`src/rtl/seq_detect_arbiter_pkg.sv`:
```
// Shared types and the 11101 detector step used by the time-shared engine.
package seq_detect_pkg;

    // Moore detector states; the name records the matched prefix of 11101.
    typedef enum logic [2:0] {
        S0 = 3'd0,   // ""
        S1 = 3'd1,   // "1"
        S2 = 3'd2,   // "11"
        S3 = 3'd3,   // "111"
        S4 = 3'd4,   // "1110"
        S5 = 3'd5    // "11101" (match)
    } det_state_t;

    localparam det_state_t MATCH_STATE = S5;

    // One overlapping detector step. Encodings 6 and 7 fall back to S0.
    function automatic det_state_t next_state(input det_state_t cur, input logic din);
        det_state_t nxt;
        nxt = S0;
        case (cur)
            S0:      nxt = din ? S1 : S0;
            S1:      nxt = din ? S2 : S0;
            S2:      nxt = din ? S3 : S0;
            S3:      nxt = din ? S3 : S4;
            S4:      nxt = din ? S5 : S0;
            S5:      nxt = din ? S2 : S0;
            default: nxt = S0;
        endcase
        return nxt;
    endfunction

endpackage

```
`src/rtl/seq_detect_arbiter_if.sv`:
```
// Per-channel bit handshake plus match reporting bundle.
interface seq_detect_arbiter_if #(
    parameter int NUM_CH  = 4,
    parameter int COUNT_W = 16,
    parameter int CH_W    = $clog2(NUM_CH)
);
    logic [NUM_CH-1:0]  bit_valid;
    logic [NUM_CH-1:0]  bit_data;
    logic [NUM_CH-1:0]  bit_ready;
    logic [NUM_CH-1:0]  ch_clear;
    logic               match_valid;
    logic [CH_W-1:0]    match_ch;
    logic [COUNT_W-1:0] match_count;

    // Front ends and event logic side.
    modport master (
        output bit_valid, bit_data, ch_clear,
        input  bit_ready, match_valid, match_ch, match_count
    );

    // Detection engine side.
    modport slave (
        input  bit_valid, bit_data, ch_clear,
        output bit_ready, match_valid, match_ch, match_count
    );
endinterface

```
`src/rtl/seq_detect_arbiter_rr.sv`:
```
// Combinational round-robin pick: first requester at or after the pointer,
// cyclic, plus the pointer value to load when that grant is accepted.
module rr_arbiter #(
    parameter int NUM_CH = 4,
    parameter int CH_W   = $clog2(NUM_CH)
) (
    input  logic [NUM_CH-1:0] req_i,
    input  logic [CH_W-1:0]   ptr_i,
    output logic [NUM_CH-1:0] gnt_o,
    output logic [CH_W-1:0]   gnt_idx_o,
    output logic              gnt_any_o,
    output logic [CH_W-1:0]   ptr_next_o
);

    // Scan from the pointer, wrapping once; first hit wins.
    always_comb begin
        int idx;
        logic [CH_W-1:0] idx_w;
        gnt_o     = '0;
        gnt_idx_o = '0;
        gnt_any_o = 1'b0;
        idx       = 0;
        idx_w     = '0;
        for (int off = 0; off < NUM_CH; off++) begin
            idx = int'(ptr_i) + off;
            if (idx >= NUM_CH) begin
                idx = idx - NUM_CH;
            end
            idx_w = CH_W'(idx);
            if (!gnt_any_o && req_i[idx_w]) begin
                gnt_any_o    = 1'b1;
                gnt_o[idx_w] = 1'b1;
                gnt_idx_o    = idx_w;
            end
        end
    end

    // Pointer moves just past the winner, wrapping at NUM_CH-1.
    always_comb begin
        if (gnt_idx_o == CH_W'(NUM_CH - 1)) begin
            ptr_next_o = '0;
        end else begin
            ptr_next_o = gnt_idx_o + 1'b1;
        end
    end

endmodule

```
`src/rtl/seq_detect_arbiter.sv`:
```
// Time-shared 11101 detector: one bit per cycle from a round-robin-selected
// channel advances that channel's stored context; matches are reported one
// cycle later with the channel index and counted (saturating).
module seq_detect_arbiter
    import seq_detect_pkg::*;
#(
    parameter int NUM_CH  = 4,
    parameter int CH_W    = $clog2(NUM_CH),
    parameter int COUNT_W = 16
) (
    input  logic clock,
    input  logic reset,
    input  logic enable,
    seq_detect_arbiter_if.slave bus
);

    logic [NUM_CH-1:0]  req;
    logic [NUM_CH-1:0]  gnt;
    logic [CH_W-1:0]    gnt_idx;
    logic               gnt_any;
    logic [CH_W-1:0]    ptr_next;

    logic [CH_W-1:0]    rr_ptr_q, rr_ptr_d;
    det_state_t         ctx_q [NUM_CH];
    det_state_t         ctx_d [NUM_CH];
    logic               match_valid_q, match_valid_d;
    logic [CH_W-1:0]    match_ch_q, match_ch_d;
    logic [COUNT_W-1:0] match_count_q, match_count_d;

    // A clearing channel is withheld from arbitration so its bit is retried.
    assign req = bus.bit_valid & ~bus.ch_clear & {NUM_CH{enable & ~reset}};

    rr_arbiter #(
        .NUM_CH (NUM_CH),
        .CH_W   (CH_W)
    ) u_rr_arbiter (
        .req_i      (req),
        .ptr_i      (rr_ptr_q),
        .gnt_o      (gnt),
        .gnt_idx_o  (gnt_idx),
        .gnt_any_o  (gnt_any),
        .ptr_next_o (ptr_next)
    );

    assign bus.bit_ready = gnt;

    // Context update: clear wins, otherwise only the granted channel steps.
    always_comb begin
        for (int i = 0; i < NUM_CH; i++) begin
            ctx_d[i] = ctx_q[i];
            if (bus.ch_clear[i]) begin
                ctx_d[i] = S0;
            end else if (gnt[i]) begin
                ctx_d[i] = next_state(ctx_q[i], bus.bit_data[i]);
            end
        end
    end

    // Pointer, match pulse, channel tag and saturating count next-state.
    always_comb begin
        rr_ptr_d      = gnt_any ? ptr_next : rr_ptr_q;
        match_valid_d = gnt_any && (ctx_d[gnt_idx] == MATCH_STATE);
        match_ch_d    = match_valid_d ? gnt_idx : match_ch_q;
        match_count_d = match_count_q;
        if (match_valid_d && (match_count_q != {COUNT_W{1'b1}})) begin
            match_count_d = match_count_q + 1'b1;
        end
    end

    // State registers with synchronous reset.
    always_ff @(posedge clock) begin
        if (reset) begin
            for (int i = 0; i < NUM_CH; i++) begin
                ctx_q[i] <= S0;
            end
            rr_ptr_q      <= '0;
            match_valid_q <= 1'b0;
            match_ch_q    <= '0;
            match_count_q <= '0;
        end else begin
            for (int i = 0; i < NUM_CH; i++) begin
                ctx_q[i] <= ctx_d[i];
            end
            rr_ptr_q      <= rr_ptr_d;
            match_valid_q <= match_valid_d;
            match_ch_q    <= match_ch_d;
            match_count_q <= match_count_d;
        end
    end

    assign bus.match_valid = match_valid_q;
    assign bus.match_ch    = match_ch_q;
    assign bus.match_count = match_count_q;

endmodule
```
`src/flat_wrapper.sv`:
```
// flat-port wrapper written by rule: the top's interface ports become plain ports
module seq_detect_arbiter_flat import seq_detect_pkg::*;
#(
    parameter int NUM_CH  = 4,
    parameter int CH_W    = $clog2(NUM_CH),
    parameter int COUNT_W = 16
)
  (clock, reset, enable, bus_bit_valid, bus_bit_data, bus_ch_clear, bus_bit_ready, bus_match_valid, bus_match_ch, bus_match_count);
  seq_detect_arbiter_if #(.NUM_CH(NUM_CH), .COUNT_W(COUNT_W), .CH_W(CH_W)) bus_i ();
  input  logic clock;
  input  logic reset;
  input  logic enable;
  input wire logic [$bits(bus_i.bit_valid)-1:0] bus_bit_valid;
  input wire logic [$bits(bus_i.bit_data)-1:0] bus_bit_data;
  input wire logic [$bits(bus_i.ch_clear)-1:0] bus_ch_clear;
  output wire logic [$bits(bus_i.bit_ready)-1:0] bus_bit_ready;
  output wire logic [$bits(bus_i.match_valid)-1:0] bus_match_valid;
  output wire logic [$bits(bus_i.match_ch)-1:0] bus_match_ch;
  output wire logic [$bits(bus_i.match_count)-1:0] bus_match_count;
  assign bus_i.bit_valid = bus_bit_valid;
  assign bus_i.bit_data = bus_bit_data;
  assign bus_i.ch_clear = bus_ch_clear;
  assign bus_bit_ready = bus_i.bit_ready;
  assign bus_match_valid = bus_i.match_valid;
  assign bus_match_ch = bus_i.match_ch;
  assign bus_match_count = bus_i.match_count;
  seq_detect_arbiter #(.NUM_CH(NUM_CH), .CH_W(CH_W), .COUNT_W(COUNT_W)) u_core (.clock(clock), .reset(reset), .enable(enable), .bus(bus_i));
endmodule
```
`config.mk`:
```
export PLATFORM = sky130hd
export DESIGN_NAME = seq_detect_arbiter_flat
export DESIGN_NICKNAME = d
export VERILOG_FILES = /design/src/rtl/seq_detect_arbiter_pkg.sv /design/src/rtl/seq_detect_arbiter_if.sv /design/src/rtl/seq_detect_arbiter_rr.sv /design/src/rtl/seq_detect_arbiter.sv /design/src/flat_wrapper.sv
export SDC_FILE = /design/constraint.sdc
export NUM_CORES = 1
export LEC_CHECK = 0
export CAP_MARGIN = 0
export CORE_MARGIN = 3
export CORE_UTILIZATION = 55
export CTS_CLUSTER_DIAMETER = 40
export DETAILED_ROUTE_END_ITERATION = 16
export PLACE_DENSITY = 0.82
export REMOVE_ABC_BUFFERS = 1
export SYNTH_ARGS = -nofsm -noshare
export SYNTH_HDL_FRONTEND = slang
export SYNTH_SLANG_ARGS = --single-unit
```
`constraint.sdc`:
```
create_clock -name clock -period 10.5 [get_ports clock]
set_input_delay 1.05 -clock clock [delete_from_list [all_inputs] [get_ports clock]]
set_output_delay 1.05 -clock clock [all_outputs]
set_load 0.005 [all_outputs]
```
==> results.py <==
metrics = {
    "die": {
        "die_w_um": 70.9,
        "fp.coreArea_mm2": 0.00385,
        "row_count": 22,
        "die_area_mm2": 0.00502,
        "ioPinCount": 38,
        "die_h_um": 70.9,
        "start_util_pct": 60.0,
    },
    "final_layout": {
        "area_growth_pct": 20.7,
        "nets": 327,
        "fin_area_mm2": 0.00279,
        "final_util_pct": 72.5,
        "stdcell_count": 352,
        "nFillCells": 317,
        "layout-drive-gt1-share_pct": 10.5,
        "diodes": 0,
    },
    "sta": {
        "setup_violations": 0,
        "hold_ws_ns": 0.492,
        "tns_ns": 0,
        "slew_violations": 0,
        "period_share_pct": 48.6,
        "max_freq_mhz": 196,
        "finalClockSkew_ns": 0.00579,
        "rsz0062_at_grt": "false",
        "relSlewSlack_pct": 42.5,
        "tightest_slew_ns": 0.857,
        "hold_violations": 0,
        "layout_setup_ws_ns": 5.40,
        "min_period_ns": 5.10,
    },
    "detailed_routing": {
        "dr.pass1.iters": 4,
        "drt_iter0_drc": 203,
        "wl_per_cell_um": 15.2,
        "vias": 2212,
        "routed_via_density": 6.28,
        "routed_wl_um": 5360,
        "antenna_left": 0,
        "drc": 0,
    },
    "outcome": {
        "status": "complete, no violations",
    },
    "worst_setup_path": {
        "crit_fanout": 44,
        "cp-end-kind": "output pin",
        "rrSetupSlack_ns": 6.17,
        "worst-setup-path-type": "primary input to output pin",
        "startpoint_type": "primary input",
        "worst_r2r_endpoint": "u_core.bus.match_count[13]",
        "reg2reg_depth": 11,
        "cp.arrival_ns": 4.05,
        "crit_required_ns": 9.45,
    },
    "hold_path": {
        "min_from": "u_core.bus.match_count[14]",
        "worstHoldEndpoint": "u_core.bus.match_count[14]",
        "min_path_cells": 1,
        "worstHoldPathType": "flop to flop",
    },
    "logic_synthesis": {
        "synth_ff_type": "dfxtp_1",
        "synth_cells": 267,
        "yosys_warnings": 0,
        "synth_cell_type_count": 55,
        "seq_area_frac_synth_pct": 28.6,
        "synth_top_cell_by_area": "dfxtp_1",
        "netlist_area_mm2": 0.00231,
        "async_flop_share_pct": 0,
        "synth_edf_count": 0,
        "syn-mean-instance-area_um2": 8.66,
        "synthTopCellsByArea": "dfxtp_1 29%, mux4_2 6.8%, nor2_1 5.5%",
        "yosys.area.top_type_share_pct": 28.6,
        "yosys_register_bits": 33,
    },
    "power": {
        "power.density_mw_per_mm2": 134,
        "p_total_uw": 374,
        "p_leak_nw": 0.955,
        "vdd_ir_drop_max_mv": 0.112,
    },
    "placed_design": {
        "gp_congestion": 0.910,
        "dp.final_hpwl_um": 3850,
        "placed_cells": 345,
        "io_buffers": 37,
        "place_ws_ns": 5.43,
        "dpl_cell_area_mm2": 0.00271,
    },
    "grt": {
        "antenna_found_initial": 0,
        "grt_max_degree": 45,
        "first_global_vias": 1921,
        "grtUsageTotal_pct": 21.7,
        "grt_pass1_wl_um": 8910,
        "grt-ovfl-total": 0,
    },
    "clocking": {
        "cts_buffer_depth": 2,
        "post_cts_resized": 0,
        "cts_made_buffers": 5,
        "cts_setup_buffers": 0,
        "cts_tree": "yes",
        "cts.sinks": 33,
        "clk-insertion-delay-late_ns": 0.29,
        "path_clk_slew_ns": 0.07,
        "h-tree-depth": 2,
        "cts-root-buf": "clkbuf_8",
        "hold_buffers": 0,
    },
    "job": {
        "maxCapViolations": 0,
    },
}
-- cells by family after synthesis --
group	share of synthesized area [%]
adder cells (fa/ha/maj)	4.33
AO/OA/AOI/OAI	20.4
buffers and inverters	4.22
AND/OR/NAND/NOR	28.5
flip-flops	28.6
multiplexers	11.7
XOR/XNOR	2.27
-- state kept, by name, summed over array words and instances (netlist names), named ones only --
| name | flops |
|---|---|
| u_core.bus.match_count | 16 |
| u_core.ctx_q | 12 |
| u_core.bus.match_ch | 2 |
| u_core.bus.match_valid | 1 |
| u_core.rr_ptr_q | 1 |
-- cell usage after synthesis (3+ instances only) --
cell	count
a211oi_1	5
a21o_1	3
a21oi_1	16
a31oi_1	8
a32oi_1	4
and3_1	8
and4bb_2	3
clkbuf_1	5
dfxtp_1	33
ha_1	8
inv_1	14
mux2i_1	8
mux4_2	7
nand2_1	11
nand2b_1	3
nand3_1	13
nand4_1	5
nand4bb_1	4
nor2_1	34
nor2b_1	3
nor3_1	19
o21ai_0	7
o31ai_1	3
xnor2_1	6
-- power breakdown --
group	switching (mW)	total (mW)	internal, mW
logic	0.0781	0.136	0.0582
clock network	0.0443	0.0963	0.0520
registers	0.0108	0.141	0.130
-- worst max-delay path, cell delays in order --
cell and delay [ns]:
clkdlybuf4s50_1 0.39, buf_4 0.25, and4bb_2 0.43, mux4_2 0.43, a211oi_1 0.08, a211oi_1 0.74, clkdlybuf4s50_1 0.65
-- worst max-delay path by stage --
stage	start	end	cells past startpoint
after global routing	reset	bus_bit_ready[0]	7
after CTS	reset	bus_bit_ready[0]	7
after global placement	reset	bus_bit_ready[0]	7
after floorplan	reset	u_core.bus.match_count[13]	10
final	reset	bus_bit_ready[0]	7
after detailed placement	reset	bus_bit_ready[0]	7
-- cells in the final DEF, fill, tap and decap left out, drive strengths merged, types with 4 or more instances in the layout --
master,netlist,layout
nor3,20,20
o31ai,4,4
dfxtp,33,33
a32oi,4,4
nor2,35,35
mux2i,8,8
mux4,7,7
nand3,13,13
and4bb,4,4
inv,14,14
a211oi,6,6
xnor2,6,6
o21ai,9,9
a31oi,9,9
clkbuf,5,7
nand2,11,11
ha,8,8
nand4bb,4,4
nand4,5,5
clkdlybuf4s50,0,37
a21oi,18,18
and3,8,8
-- final cells by class --
class                   count  area, um2  area share (%)
well taps                  48       60.1            2.15
multi-input cells         212       1560            55.7
flip-flops and latches     33        661            23.7
inverters                  14       52.6            1.88
repair buffers             38        378            13.5
clock buffers               7       86.3            3.09
-- routing by layer --
metal / part of all wire, % / GRT usage (%)
met1: 48 / 32.0
met2: 44 / 31.6
met3: 6.3 / 4.26
met4: 1.3 / 7.52
met5: 0 / 0
Power figures use the tool's default switching activity.
